==> config.mk <==
export PLATFORM = sky130hd
export DESIGN_NAME = mvm_loader
export DESIGN_NICKNAME = d
export VERILOG_FILES = /design/src/rtl/mvm_loader.sv
export SDC_FILE = /design/constraint.sdc
export NUM_CORES = 1
export LEC_CHECK = 0
export CELL_PAD_IN_SITES_DETAIL_PLACEMENT = 1
export CELL_PAD_IN_SITES_GLOBAL_PLACEMENT = 1
export CORE_ASPECT_RATIO = 0.8
export CORE_MARGIN = 2
export CORE_UTILIZATION = 25
export CTS_BUF_LIST = sky130_fd_sc_hd__clkbuf_4 sky130_fd_sc_hd__clkbuf_8
export DETAILED_ROUTE_END_ITERATION = 6
export PLACE_DENSITY = 0.58
export SLEW_MARGIN = 10
export SYNTH_ARGS = -nofsm -noshare
export SYNTH_HDL_FRONTEND = slang
export SYNTH_SLANG_ARGS = --single-unit
==> constraint.sdc <==
create_clock -name clk -period 4.7 [get_ports clk]
set_input_delay 0.94 -clock clk [delete_from_list [all_inputs] [get_ports clk]]
set_output_delay 0.94 -clock clk [all_outputs]
set_load 0.05 [all_outputs]
==> src/rtl/mvm_loader.sv <==
// Streams one vector, then a lane-interleaved matrix, into the MVM memories and then starts the MVM.
// Writes land one cycle after each transfer. Defining MVM_LOADER_AUTOSTART_EN removes the i_start_req hold.
module mvm_loader #(
  parameter int IWIDTH     = 8,
  parameter int NUM_OLANES = 8,
  parameter int VEC_ADDRW  = 8,
  parameter int MAT_ADDRW  = 9
) (
  input  logic                    clk,
  input  logic                    rst,
  input  logic                    i_go,
  input  logic [VEC_ADDRW-1:0]    i_vec_start_addr,
  input  logic [VEC_ADDRW:0]      i_vec_num_words,
  input  logic [MAT_ADDRW-1:0]    i_mat_start_addr,
  input  logic [MAT_ADDRW:0]      i_mat_num_rows_per_olane,
  input  logic [8*IWIDTH-1:0]     i_data,
  input  logic                    i_valid,
  output logic                    o_ready,
  output logic [8*IWIDTH-1:0]     o_vec_wdata,
  output logic [VEC_ADDRW-1:0]    o_vec_waddr,
  output logic                    o_vec_wen,
  output logic [8*IWIDTH-1:0]     o_mat_wdata,
  output logic [MAT_ADDRW-1:0]    o_mat_waddr,
  output logic [NUM_OLANES-1:0]   o_mat_wen,
  output logic                    o_start,
  output logic [VEC_ADDRW-1:0]    o_vec_start_addr,
  output logic [VEC_ADDRW:0]      o_vec_num_words,
  output logic [MAT_ADDRW-1:0]    o_mat_start_addr,
  output logic [MAT_ADDRW:0]      o_mat_num_rows_per_olane,
  input  logic                    i_mvm_busy,
`ifndef MVM_LOADER_AUTOSTART_EN
  input  logic                    i_start_req,
`endif
  output logic                    o_busy,
  output logic                    o_done
);

  localparam int W  = 8*IWIDTH;
  localparam int LW = (NUM_OLANES > 1) ? $clog2(NUM_OLANES) : 1;
  localparam logic [VEC_ADDRW:0] VONE = 1;
  localparam logic [MAT_ADDRW:0] MONE = 1;
  localparam logic [LW-1:0]      LONE = 1;
  localparam logic [LW-1:0]      LMAX = LW'(NUM_OLANES-1);

  typedef enum logic [2:0] {IDLE, LOAD_VEC, LOAD_MAT, WAIT_REQ, ISSUE, WAIT_MVM} state_t;

  state_t                state_q, state_d;
  logic [VEC_ADDRW-1:0]  vec_start_q, vec_start_d;
  logic [VEC_ADDRW:0]    num_words_q, num_words_d;
  logic [MAT_ADDRW-1:0]  mat_start_q, mat_start_d;
  logic [MAT_ADDRW:0]    num_rows_q, num_rows_d;
  logic [VEC_ADDRW:0]    word_q, word_d;
  logic [LW-1:0]         lane_q, lane_d;
  logic [MAT_ADDRW:0]    grp_q, grp_d;
  logic [MAT_ADDRW-1:0]  grp_base_q, grp_base_d;
  logic                  busy_seen_q, busy_seen_d;
  logic [W-1:0]          vec_wdata_q, vec_wdata_d;
  logic [VEC_ADDRW-1:0]  vec_waddr_q, vec_waddr_d;
  logic                  vec_wen_q, vec_wen_d;
  logic [W-1:0]          mat_wdata_q, mat_wdata_d;
  logic [MAT_ADDRW-1:0]  mat_waddr_q, mat_waddr_d;
  logic [NUM_OLANES-1:0] mat_wen_q, mat_wen_d;
  logic                  start_q, start_d;
  logic                  done_q, done_d;

  logic xfer, last_word, last_lane, last_grp;

  assign o_ready   = (state_q == LOAD_VEC) || (state_q == LOAD_MAT);
  assign xfer      = i_valid && o_ready;
  assign last_word = (word_q == num_words_q - VONE);
  assign last_lane = (lane_q == LMAX);
  assign last_grp  = (grp_q == num_rows_q - MONE);

  always_comb begin
    state_d     = state_q;
    vec_start_d = vec_start_q;
    num_words_d = num_words_q;
    mat_start_d = mat_start_q;
    num_rows_d  = num_rows_q;
    word_d      = word_q;
    lane_d      = lane_q;
    grp_d       = grp_q;
    grp_base_d  = grp_base_q;
    busy_seen_d = busy_seen_q;
    vec_wdata_d = vec_wdata_q;
    vec_waddr_d = vec_waddr_q;
    mat_wdata_d = mat_wdata_q;
    mat_waddr_d = mat_waddr_q;
    vec_wen_d   = 1'b0;
    mat_wen_d   = '0;
    start_d     = 1'b0;
    done_d      = 1'b0;
    case (state_q)
      IDLE: if (i_go) begin
        vec_start_d = i_vec_start_addr;
        num_words_d = i_vec_num_words;
        mat_start_d = i_mat_start_addr;
        num_rows_d  = i_mat_num_rows_per_olane;
        word_d      = '0;
        lane_d      = '0;
        grp_d       = '0;
        grp_base_d  = '0;
        // An empty job completes immediately without touching the memories
        if (i_vec_num_words == '0 || i_mat_num_rows_per_olane == '0) done_d = 1'b1;
        else state_d = LOAD_VEC;
      end
      LOAD_VEC: if (xfer) begin
        vec_wdata_d = i_data;
        vec_waddr_d = vec_start_q + word_q[VEC_ADDRW-1:0];
        vec_wen_d   = 1'b1;
        word_d      = word_q + VONE;
        if (last_word) begin
          word_d  = '0;
          state_d = LOAD_MAT;
        end
      end
      LOAD_MAT: if (xfer) begin
        mat_wdata_d         = i_data;
        mat_waddr_d         = mat_start_q + grp_base_q + MAT_ADDRW'(word_q);
        mat_wen_d[lane_q]   = 1'b1;
        word_d              = word_q + VONE;
        if (last_word) begin
          word_d = '0;
          lane_d = lane_q + LONE;
          // Each full sweep across the lanes starts the next row group
          if (last_lane) begin
            lane_d     = '0;
            grp_d      = grp_q + MONE;
            grp_base_d = grp_base_q + MAT_ADDRW'(num_words_q);
            if (last_grp) begin
`ifdef MVM_LOADER_AUTOSTART_EN
              state_d = ISSUE;
`else
              state_d = WAIT_REQ;
`endif
            end
          end
        end
      end
`ifndef MVM_LOADER_AUTOSTART_EN
      WAIT_REQ: if (i_start_req) state_d = ISSUE;
`endif
      ISSUE: if (!i_mvm_busy) begin
        start_d     = 1'b1;
        busy_seen_d = 1'b0;
        state_d     = WAIT_MVM;
      end
      WAIT_MVM: begin
        if (i_mvm_busy) busy_seen_d = 1'b1;
        else if (busy_seen_q) begin
          done_d  = 1'b1;
          state_d = IDLE;
        end
      end
      default: state_d = IDLE;
    endcase
  end

  always_ff @(posedge clk or negedge rst) begin
    if (!rst) begin
      state_q     <= IDLE;
      vec_start_q <= '0;
      num_words_q <= '0;
      mat_start_q <= '0;
      num_rows_q  <= '0;
      word_q      <= '0;
      lane_q      <= '0;
      grp_q       <= '0;
      grp_base_q  <= '0;
      busy_seen_q <= 1'b0;
      vec_wdata_q <= '0;
      vec_waddr_q <= '0;
      vec_wen_q   <= 1'b0;
      mat_wdata_q <= '0;
      mat_waddr_q <= '0;
      mat_wen_q   <= '0;
      start_q     <= 1'b0;
      done_q      <= 1'b0;
    end else begin
      state_q     <= state_d;
      vec_start_q <= vec_start_d;
      num_words_q <= num_words_d;
      mat_start_q <= mat_start_d;
      num_rows_q  <= num_rows_d;
      word_q      <= word_d;
      lane_q      <= lane_d;
      grp_q       <= grp_d;
      grp_base_q  <= grp_base_d;
      busy_seen_q <= busy_seen_d;
      vec_wdata_q <= vec_wdata_d;
      vec_waddr_q <= vec_waddr_d;
      vec_wen_q   <= vec_wen_d;
      mat_wdata_q <= mat_wdata_d;
      mat_waddr_q <= mat_waddr_d;
      mat_wen_q   <= mat_wen_d;
      start_q     <= start_d;
      done_q      <= done_d;
    end
  end

  assign o_vec_wdata              = vec_wdata_q;
  assign o_vec_waddr              = vec_waddr_q;
  assign o_vec_wen                = vec_wen_q;
  assign o_mat_wdata              = mat_wdata_q;
  assign o_mat_waddr              = mat_waddr_q;
  assign o_mat_wen                = mat_wen_q;
  assign o_start                  = start_q;
  assign o_done                   = done_q;
  assign o_busy                   = (state_q != IDLE);
  assign o_vec_start_addr         = vec_start_q;
  assign o_vec_num_words          = num_words_q;
  assign o_mat_start_addr         = mat_start_q;
  assign o_mat_num_rows_per_olane = num_rows_q;

endmodule

==> metrics.md, run 1 <==
| Metric | Value |
|---|---|
| CP peak stage delay | about 0.89 ns |
| Critical path arrival | 2.55 ns |
| GP Congestion | 0.767 |
| Worst R2R Path Depth | 9 |
| Worst path buffer plus inverter count | 1 |
| Mapped Area | 10500 µm² |
| Layout cells sized above 1 | 0.0679 |
| Critical path launch point type | flip-flop |
| Max Cap Viol | 0 |
| Sequential fraction of the synthesis area | 0.540 |
| Commonest register cell after synthesis | dfrtp_1 |
| Total GRT Usage | 0.170 |
| Area of the die | 43800 µm² |
| Status | finished clean |
| Max Freq | 287 MHz |
| Cts hold-fix bufs | 0 |
| Dpl hpwl | 26.0 mm |
| Antenna violations before repair | 0 |
| Slew at the pin closest to its max-slew limit | 1.19 ns |
| Antenna Cells | 0 |
| Via/cell ratio | ~4.4 |
| Syn_area_per_cell | just under 9 µm² |
| Distinct cells, synth | 55 |
| I/O pin count | 300 |
| Peak VDD IR | 0.000331 V |
| H-Tree Depth | 2 |
| Syn_nets | ~1300 |
| Flop-to-flop setup slack | 1.23 ns |
| Setup CP Type | flip-flop to output port |
| Nets | 1632 |
| CTS tree | done |
| Reg clk slew, reported paths | roughly 0.060 ns |
| Worst Skew | about 0.018 ns |
| Starting Density | 0.253 |
| Vias | 9195 |
| Routed len/inst | 18.0 µm |
| Post-CTS setup buffer count | 0 |
| FFs w/ async S/R, synth | 1.00 |
| FP Rows | 67 |
| PortBufs | 299 |
| Worst endpoint required time | 3.76 ns |
| Top Family by Delay on Critical Path | buffers and inverters |
| Worst-Skew Late Latency | 0.56 ns |
| Cell Pwr Density | ~800 nW/µm² |
| Largest net degree at the start of global routing | 106 |
| Crit path max fanout | 14 |
| Core Footprint | approximately 42000 µm² |
| Fill count | 4783 |
| Nature of the critical path endpoint | output port |
| Unrepaired setup endpoints after global routing | false |
| Normalized max-slew margin | 0.199 |
| Number of max-slew violations in the final report | 0 |
| Sum Neg Setup Slack | 0 ns |
| Syn. warnings | 0 |
| Post-synthesis cell count | about 1200 |
| Fin crit share | 0.743 |
| Vias in the first global route | 9779 |
| Drt initial violations | 347 |
| CTS root buffer | clkbuf_8 |
| Worst path slowest cell | clkdlybuf4s50_1 |
| Final setup violation count | 0 |
| Die H | 188 µm |
| Instance count on the critical path | 3 |
| Post-cts resize count | 0 |
| Worst path cell trace | xnor2_1 -> nor2_1 -> clkdlybuf4s50_1 |
| Number of remaining DRC errors | 0 |
| Synth-to-Final Area Change | 42.5% |
| LEAKAGE | 7.13 nW |
| Number of synthesized flops with an enable pin | 0 |
| Congestion Overflow GR | 0 |
| TritonRoute pass-1 iters | 4 |
| Clock Path Buffers | 3 |
| Clock sink count | 227 |
| CTS buffer count | 43 |
| Post-route setup slack | 1.21 ns |
| ANT nets after route | 0 |
| Seq cells post-synth | 227 |
| Global-route wire length before repair | a little under 60 mm |
| Final wirelength | approximately 37 mm |
| Crit path time final | 3.49 ns |
| Pre-CTS WS | roughly 1.2 ns |
| Worst min path class | primary input to async pin |
| Fin. Hold Viols | 0 |
| Die width | 233 µm |
## through the flow
stage / std cells / utilization / total power [W] / hold WS (ns) / cell area (µm²)
6_report: 2070 / 0.360 / 0.0120 / 0.425 / 15000
5_1_grt: 2070 / 0.360 / 0.0127 / 0.457 / 15000
4_1_cts: 2070 / 0.360 / 0.0122 / 0.451 / 15000
3_5_place_dp: 1994 / 0.339 / 0.0101 / 0.461 / 14100
3_3_place_gp: 1994 / 0.339 / 0.00998 / 0.457 / 14100
2_1_floorplan: 1185 / - / 0.00754 / 0.470 / 10500
## cells in the mapped netlist, drive strengths merged, types with 7 or more instances
cell type	count	area, µm²
mux2i	10	100
nand2	540	2030
a21oi	17	85.1
ha	28	350
clkbuf	48	181
dfrtp	227	5680
a22o	8	70.1
o21ai	52	260
nor2b	14	87.6
nand3	22	110
and3	8	50.1
fa	11	220
nor2	33	124
nor3	19	95.1
inv	22	82.6
xnor2	24	210
xor2	19	166
nand2b	10	62.6
nor4	7	43.8
## routing by layer
metal  global-route usage  wire (µm)  share of wire  vias to the layer above
li1                     -          -              -                     4431
met1                0.236      17200           0.46                     4512
met2                0.266      16900           0.45                      210
met3               0.0430       2400          0.065                       42
met4               0.0436        730          0.020                        0
met5                    0          0              0                        -
## cells in the final DEF (no fill, tap or decap), drive strengths merged, types with 10 or more instances in the layout
cell,count
nand2b,10
nor2b,14
nor3,19
nand2,540
fa,11
ha,28
clkdlybuf4s50,298
dfrtp,227
nor2,33
clkbuf,73
buf,13
mux2i,10
nand3,22
xor2,19
inv,23
a21oi,17
xnor2,24
o21ai,52
## final timing paths
check / start / endpoint
hold reg to reg: o_mat_wdata[41] / o_mat_wdata[41]
setup reg to reg: o_vec_num_words[0] / grp_q[3]
setup / recovery: state_q[1] / o_ready
min in group clk: o_mat_wdata[41] / o_mat_wdata[41]
hold / removal: rst / o_mat_num_rows_per_olane[8]
max in group asynchronous: rst / o_mat_waddr[0]
## area by class of cell
| class | count | area (µm²) | share of cell area |
|---|---|---|---|
| timing repair buffer | 311 | 3090 | 0.206 |
| clock buffer | 73 | 867 | 0.0578 |
| inverter | 22 | 82.6 | 0.00551 |
| sequential | 227 | 5680 | 0.379 |
| clock inverter | 3 | 21.3 | 0.00142 |
| multi-input combinational | 882 | 4570 | 0.305 |
| tap | 552 | 691 | 0.0460 |
## cells by family (layout without fill, tap and decap cells)
logic type                 after synthesis  count (layout)  share of synthesized area
xor gates and xnor gates                43              43                     0.0358
adders and majority gates               39              39                     0.0542
muxes                                   12              12                     0.0117
buffers and inverters                   76             409                     0.0281
AOI/OAI and AO/OA                      117             117                     0.0709
and+or+nand+nor                        671             671                      0.260
DFF                                    227             227                      0.540
## state kept, by name, summed over array words and instances (netlist names)
| register | cells |
|---|---|
| busy_seen_q | 1 |
| grp_base_q | 9 |
| grp_q | 10 |
| lane_q | 3 |
| o_done | 1 |
| o_mat_num_rows_per_olane | 10 |
| o_mat_start_addr | 9 |
| o_mat_waddr | 9 |
| o_mat_wdata | 64 |
| o_mat_wen | 8 |
| o_start | 1 |
| o_vec_num_words | 9 |
| o_vec_start_addr | 8 |
| o_vec_waddr | 8 |
| o_vec_wdata | 64 |
| o_vec_wen | 1 |
| state_q | 3 |
| word_q | 9 |
## report_power, final
group	leakage [nW]	internal (W)	switching [W]
Sequential	2.89	0.00272	0.000648
Clock	0.476	0.00115	0.000863
Combinational	3.76	0.00207	0.00451
No activity file was read; power rests on OpenSTA's default activity.
==> inputs of run 2 (changes only) <==
--- a/config.mk
+++ b/config.mk
@@ -12,7 +12,7 @@
 export CORE_UTILIZATION = 25
 export CTS_BUF_LIST = sky130_fd_sc_hd__clkbuf_4 sky130_fd_sc_hd__clkbuf_8
 export DETAILED_ROUTE_END_ITERATION = 6
-export PLACE_DENSITY = 0.58
+export PLACE_DENSITY = 0.6
 export SLEW_MARGIN = 10
 export SYNTH_ARGS = -nofsm -noshare
 export SYNTH_HDL_FRONTEND = slang
==> constraint.sdc (replaced) <==
create_clock -name clk -period 2.85 [get_ports clk]
set_input_delay 0.57 -clock clk [delete_from_list [all_inputs] [get_ports clk]]
set_output_delay 0.57 -clock clk [all_outputs]
set_load 0.05 [all_outputs]
==> metrics.md, run 2 (same netlist as run 1, synthesis figures left out) <==
| Metric | Value |
|---|---|
| Core Footprint | 41700 µm² |
| H-Tree Depth | 2 |
| Fin. Hold Viols | 0 |
| Unrepaired setup endpoints after global routing | true |
| Starting Density | 0.253 |
| Vias in the first global route | between 9000 and 10000 |
| Worst-Skew Late Latency | roughly 0.55 ns |
| Routed len/inst | approximately 18 µm |
| Layout cells sized above 1 | 0.0918 |
| Number of remaining DRC errors | 0 |
| Antenna violations before repair | 0 |
| Commonest cells after routing, fill and taps aside | 539 x nand2_1, 296 x clkdlybuf4s50_1, 224 x dfrtp_1, 54 x clkbuf_8, 52 x o21ai_0 |
| Flop-to-flop setup slack | 0.1 ns |
| Final setup violation count | 0 |
| Drt initial violations | 392 |
| Total GRT Usage | 0.172 |
| Cell Pwr Density | between 1000 and 1500 nW/µm² |
| Final instance area | 15400 µm² |
| ANT nets after route | 0 |
| Sum Neg Setup Slack | 0 ns |
| FP Rows | 67 |
| Crit path max fanout | 12 |
| Nets | about 1700 |
| Synth-to-Final Area Change | 46.5% |
| Dpl hpwl | 26.3 mm |
| Worst endpoint required time | around 3.3 ns |
| Final wirelength | around 38 mm |
| Clock Path Buffers | 3 |
| CTS tree | done |
| Number of max-slew violations in the final report | 0 |
| Worst Skew | 0.0194 ns |
| TritonRoute pass-1 iters | 4 |
| Congestion Overflow GR | 0 |
| Antenna Cells | 0 |
| Max Freq | 363 MHz |
| Area of the die | 43800 µm² |
| Max Cap Viol | 0 |
| Setup CP Type | flip-flop to flip-flop |
| PortBufs | 299 |
| Status | finished clean |
| Die H | between 150 and 200 µm |
| Via/cell ratio | 4.48 |
| Die width | about 230 µm |
| I/O pin count | 300 |
| GP Congestion | 0.772 |
| Critical path launch point type | flip-flop |
| Peak VDD IR | 0.000546 V |
| Crit path time final | 2.75 ns |
| Pre-CTS WS | approximately 0.067 ns |
| CTS root buffer | clkbuf_8 |
| LEAKAGE | about 7.4 nW |
| Clock sink count | 227 |
| Post-route setup slack | 0.0962 ns |
| Global-route wire length before repair | 58.6 mm |
| Largest net degree at the start of global routing | 87 |
| Slew at the pin closest to its max-slew limit | 0.611 ns |
| Dpl cell area | 14400 µm² |
| Critical path arrival | around 3.2 ns |
| Worst min path class | flip-flop to flip-flop |
| Fin crit share | 0.966 |
| Most common cell after layout, fill and taps aside | nand2_1 |
| Core Util, Final | 0.370 |
| Reg clk slew, reported paths | roughly 0.060 ns |
| Nature of the critical path endpoint | flip-flop |
| Normalized max-slew margin | 0.591 |
| Hold_ws | roughly 0.47 ns |
| Vias | 9404 |
| CTS buffer count | 43 |
[run 2: cell types whose count changed in the layout (fill, tap and decap cells not counted), sizes merged]
cell           delta
dlymetal6s2s      +1
clkinvlp          -1
clkbuf            -5
buf              +28
dlygate4sd3       +1
inv               -1
clkinv            +5
bufinv            +2
clkdlybuf4s50     -2
[run 2: cell type report]
class	count	area (µm²)
Clock buffer	68	848
Clock inverter	8	90.1
Fill cell	4800	26300
Inverter	22	82.6
Multi-Input combinational cell	882	4610
Sequential cell	227	5680
Tap cell	552	691
Timing Repair Buffer	339	3400
[run 2: repair_timing]
| action | in CTS | in global routing |
|---|---|---|
| hold buffers | 1 | 0 |
| hold endpoints to repair | 52 | 0 |
| gates resized for setup | 0 | 7 |
| setup buffers | 0 | 0 |
| setup endpoints to repair | 0 | 15 |
[run 2: critical path, stage by stage, from the launching register on]
cell	delay, ns
dfrtp_2	0.41
inv_2	0.08
ha_4	0.13
or4b_4	0.47
a2111oi_4	0.27
nor2_1	0.08
o31a_2	0.16
or4_4	0.44
buf_6	0.17
or4_1	0.40
nand2_1	0.07
[run 2: layer usage]
metal,up-vias,wire (µm),global-route usage
met5,-,0,0
met4,0,704,0.0409
met3,52,1690,0.0345
met2,184,17700,0.281
met1,4656,17400,0.233
li1,4512,-,-
[run 2: power by group]
group	internal (W)	switching, W
sequential	0.00449	0.000940
clock	0.00206	0.00146
combinational	0.00365	0.00766
[run 2: stage by stage]
stage | std cells | total power, W
detailed placement | 2021 | 0.0169
global placement | 2021 | 0.0167
CTS | 2098 | 0.0206
floorplan | 1185 | 0.0125
finish | 2098 | 0.0202
global route | 2098 | 0.0215
[run 2: final timing paths]
check | startpoint | end | cells past startpoint
min reg2reg | o_vec_wdata[19] | o_vec_wdata[19] | 2
min in group asynchronous | rst | o_mat_num_rows_per_olane[8] | 2
max reg2reg | o_vec_num_words[1] | grp_q[3] | 10
max in group asynchronous | rst | o_mat_wdata[24] | 3
min | o_vec_wdata[19] | o_vec_wdata[19] | 2
max | o_vec_num_words[1] | grp_q[3] | 10
==> inputs of run 3 (changes only) <==
--- a/config.mk
+++ b/config.mk
@@ -5,6 +5,7 @@
 export SDC_FILE = /design/constraint.sdc
 export NUM_CORES = 1
 export LEC_CHECK = 0
+export CAP_MARGIN = 20
 export CELL_PAD_IN_SITES_DETAIL_PLACEMENT = 1
 export CELL_PAD_IN_SITES_GLOBAL_PLACEMENT = 1
 export CORE_ASPECT_RATIO = 0.8
@@ -13,7 +14,7 @@
 export CTS_BUF_LIST = sky130_fd_sc_hd__clkbuf_4 sky130_fd_sc_hd__clkbuf_8
 export DETAILED_ROUTE_END_ITERATION = 6
 export PLACE_DENSITY = 0.6
-export SLEW_MARGIN = 10
+export SLEW_MARGIN = 20
 export SYNTH_ARGS = -nofsm -noshare
 export SYNTH_HDL_FRONTEND = slang
 export SYNTH_SLANG_ARGS = --single-unit
==> results of run 3 <==
Final layout, timing and power as in run 2 (identical DEF).
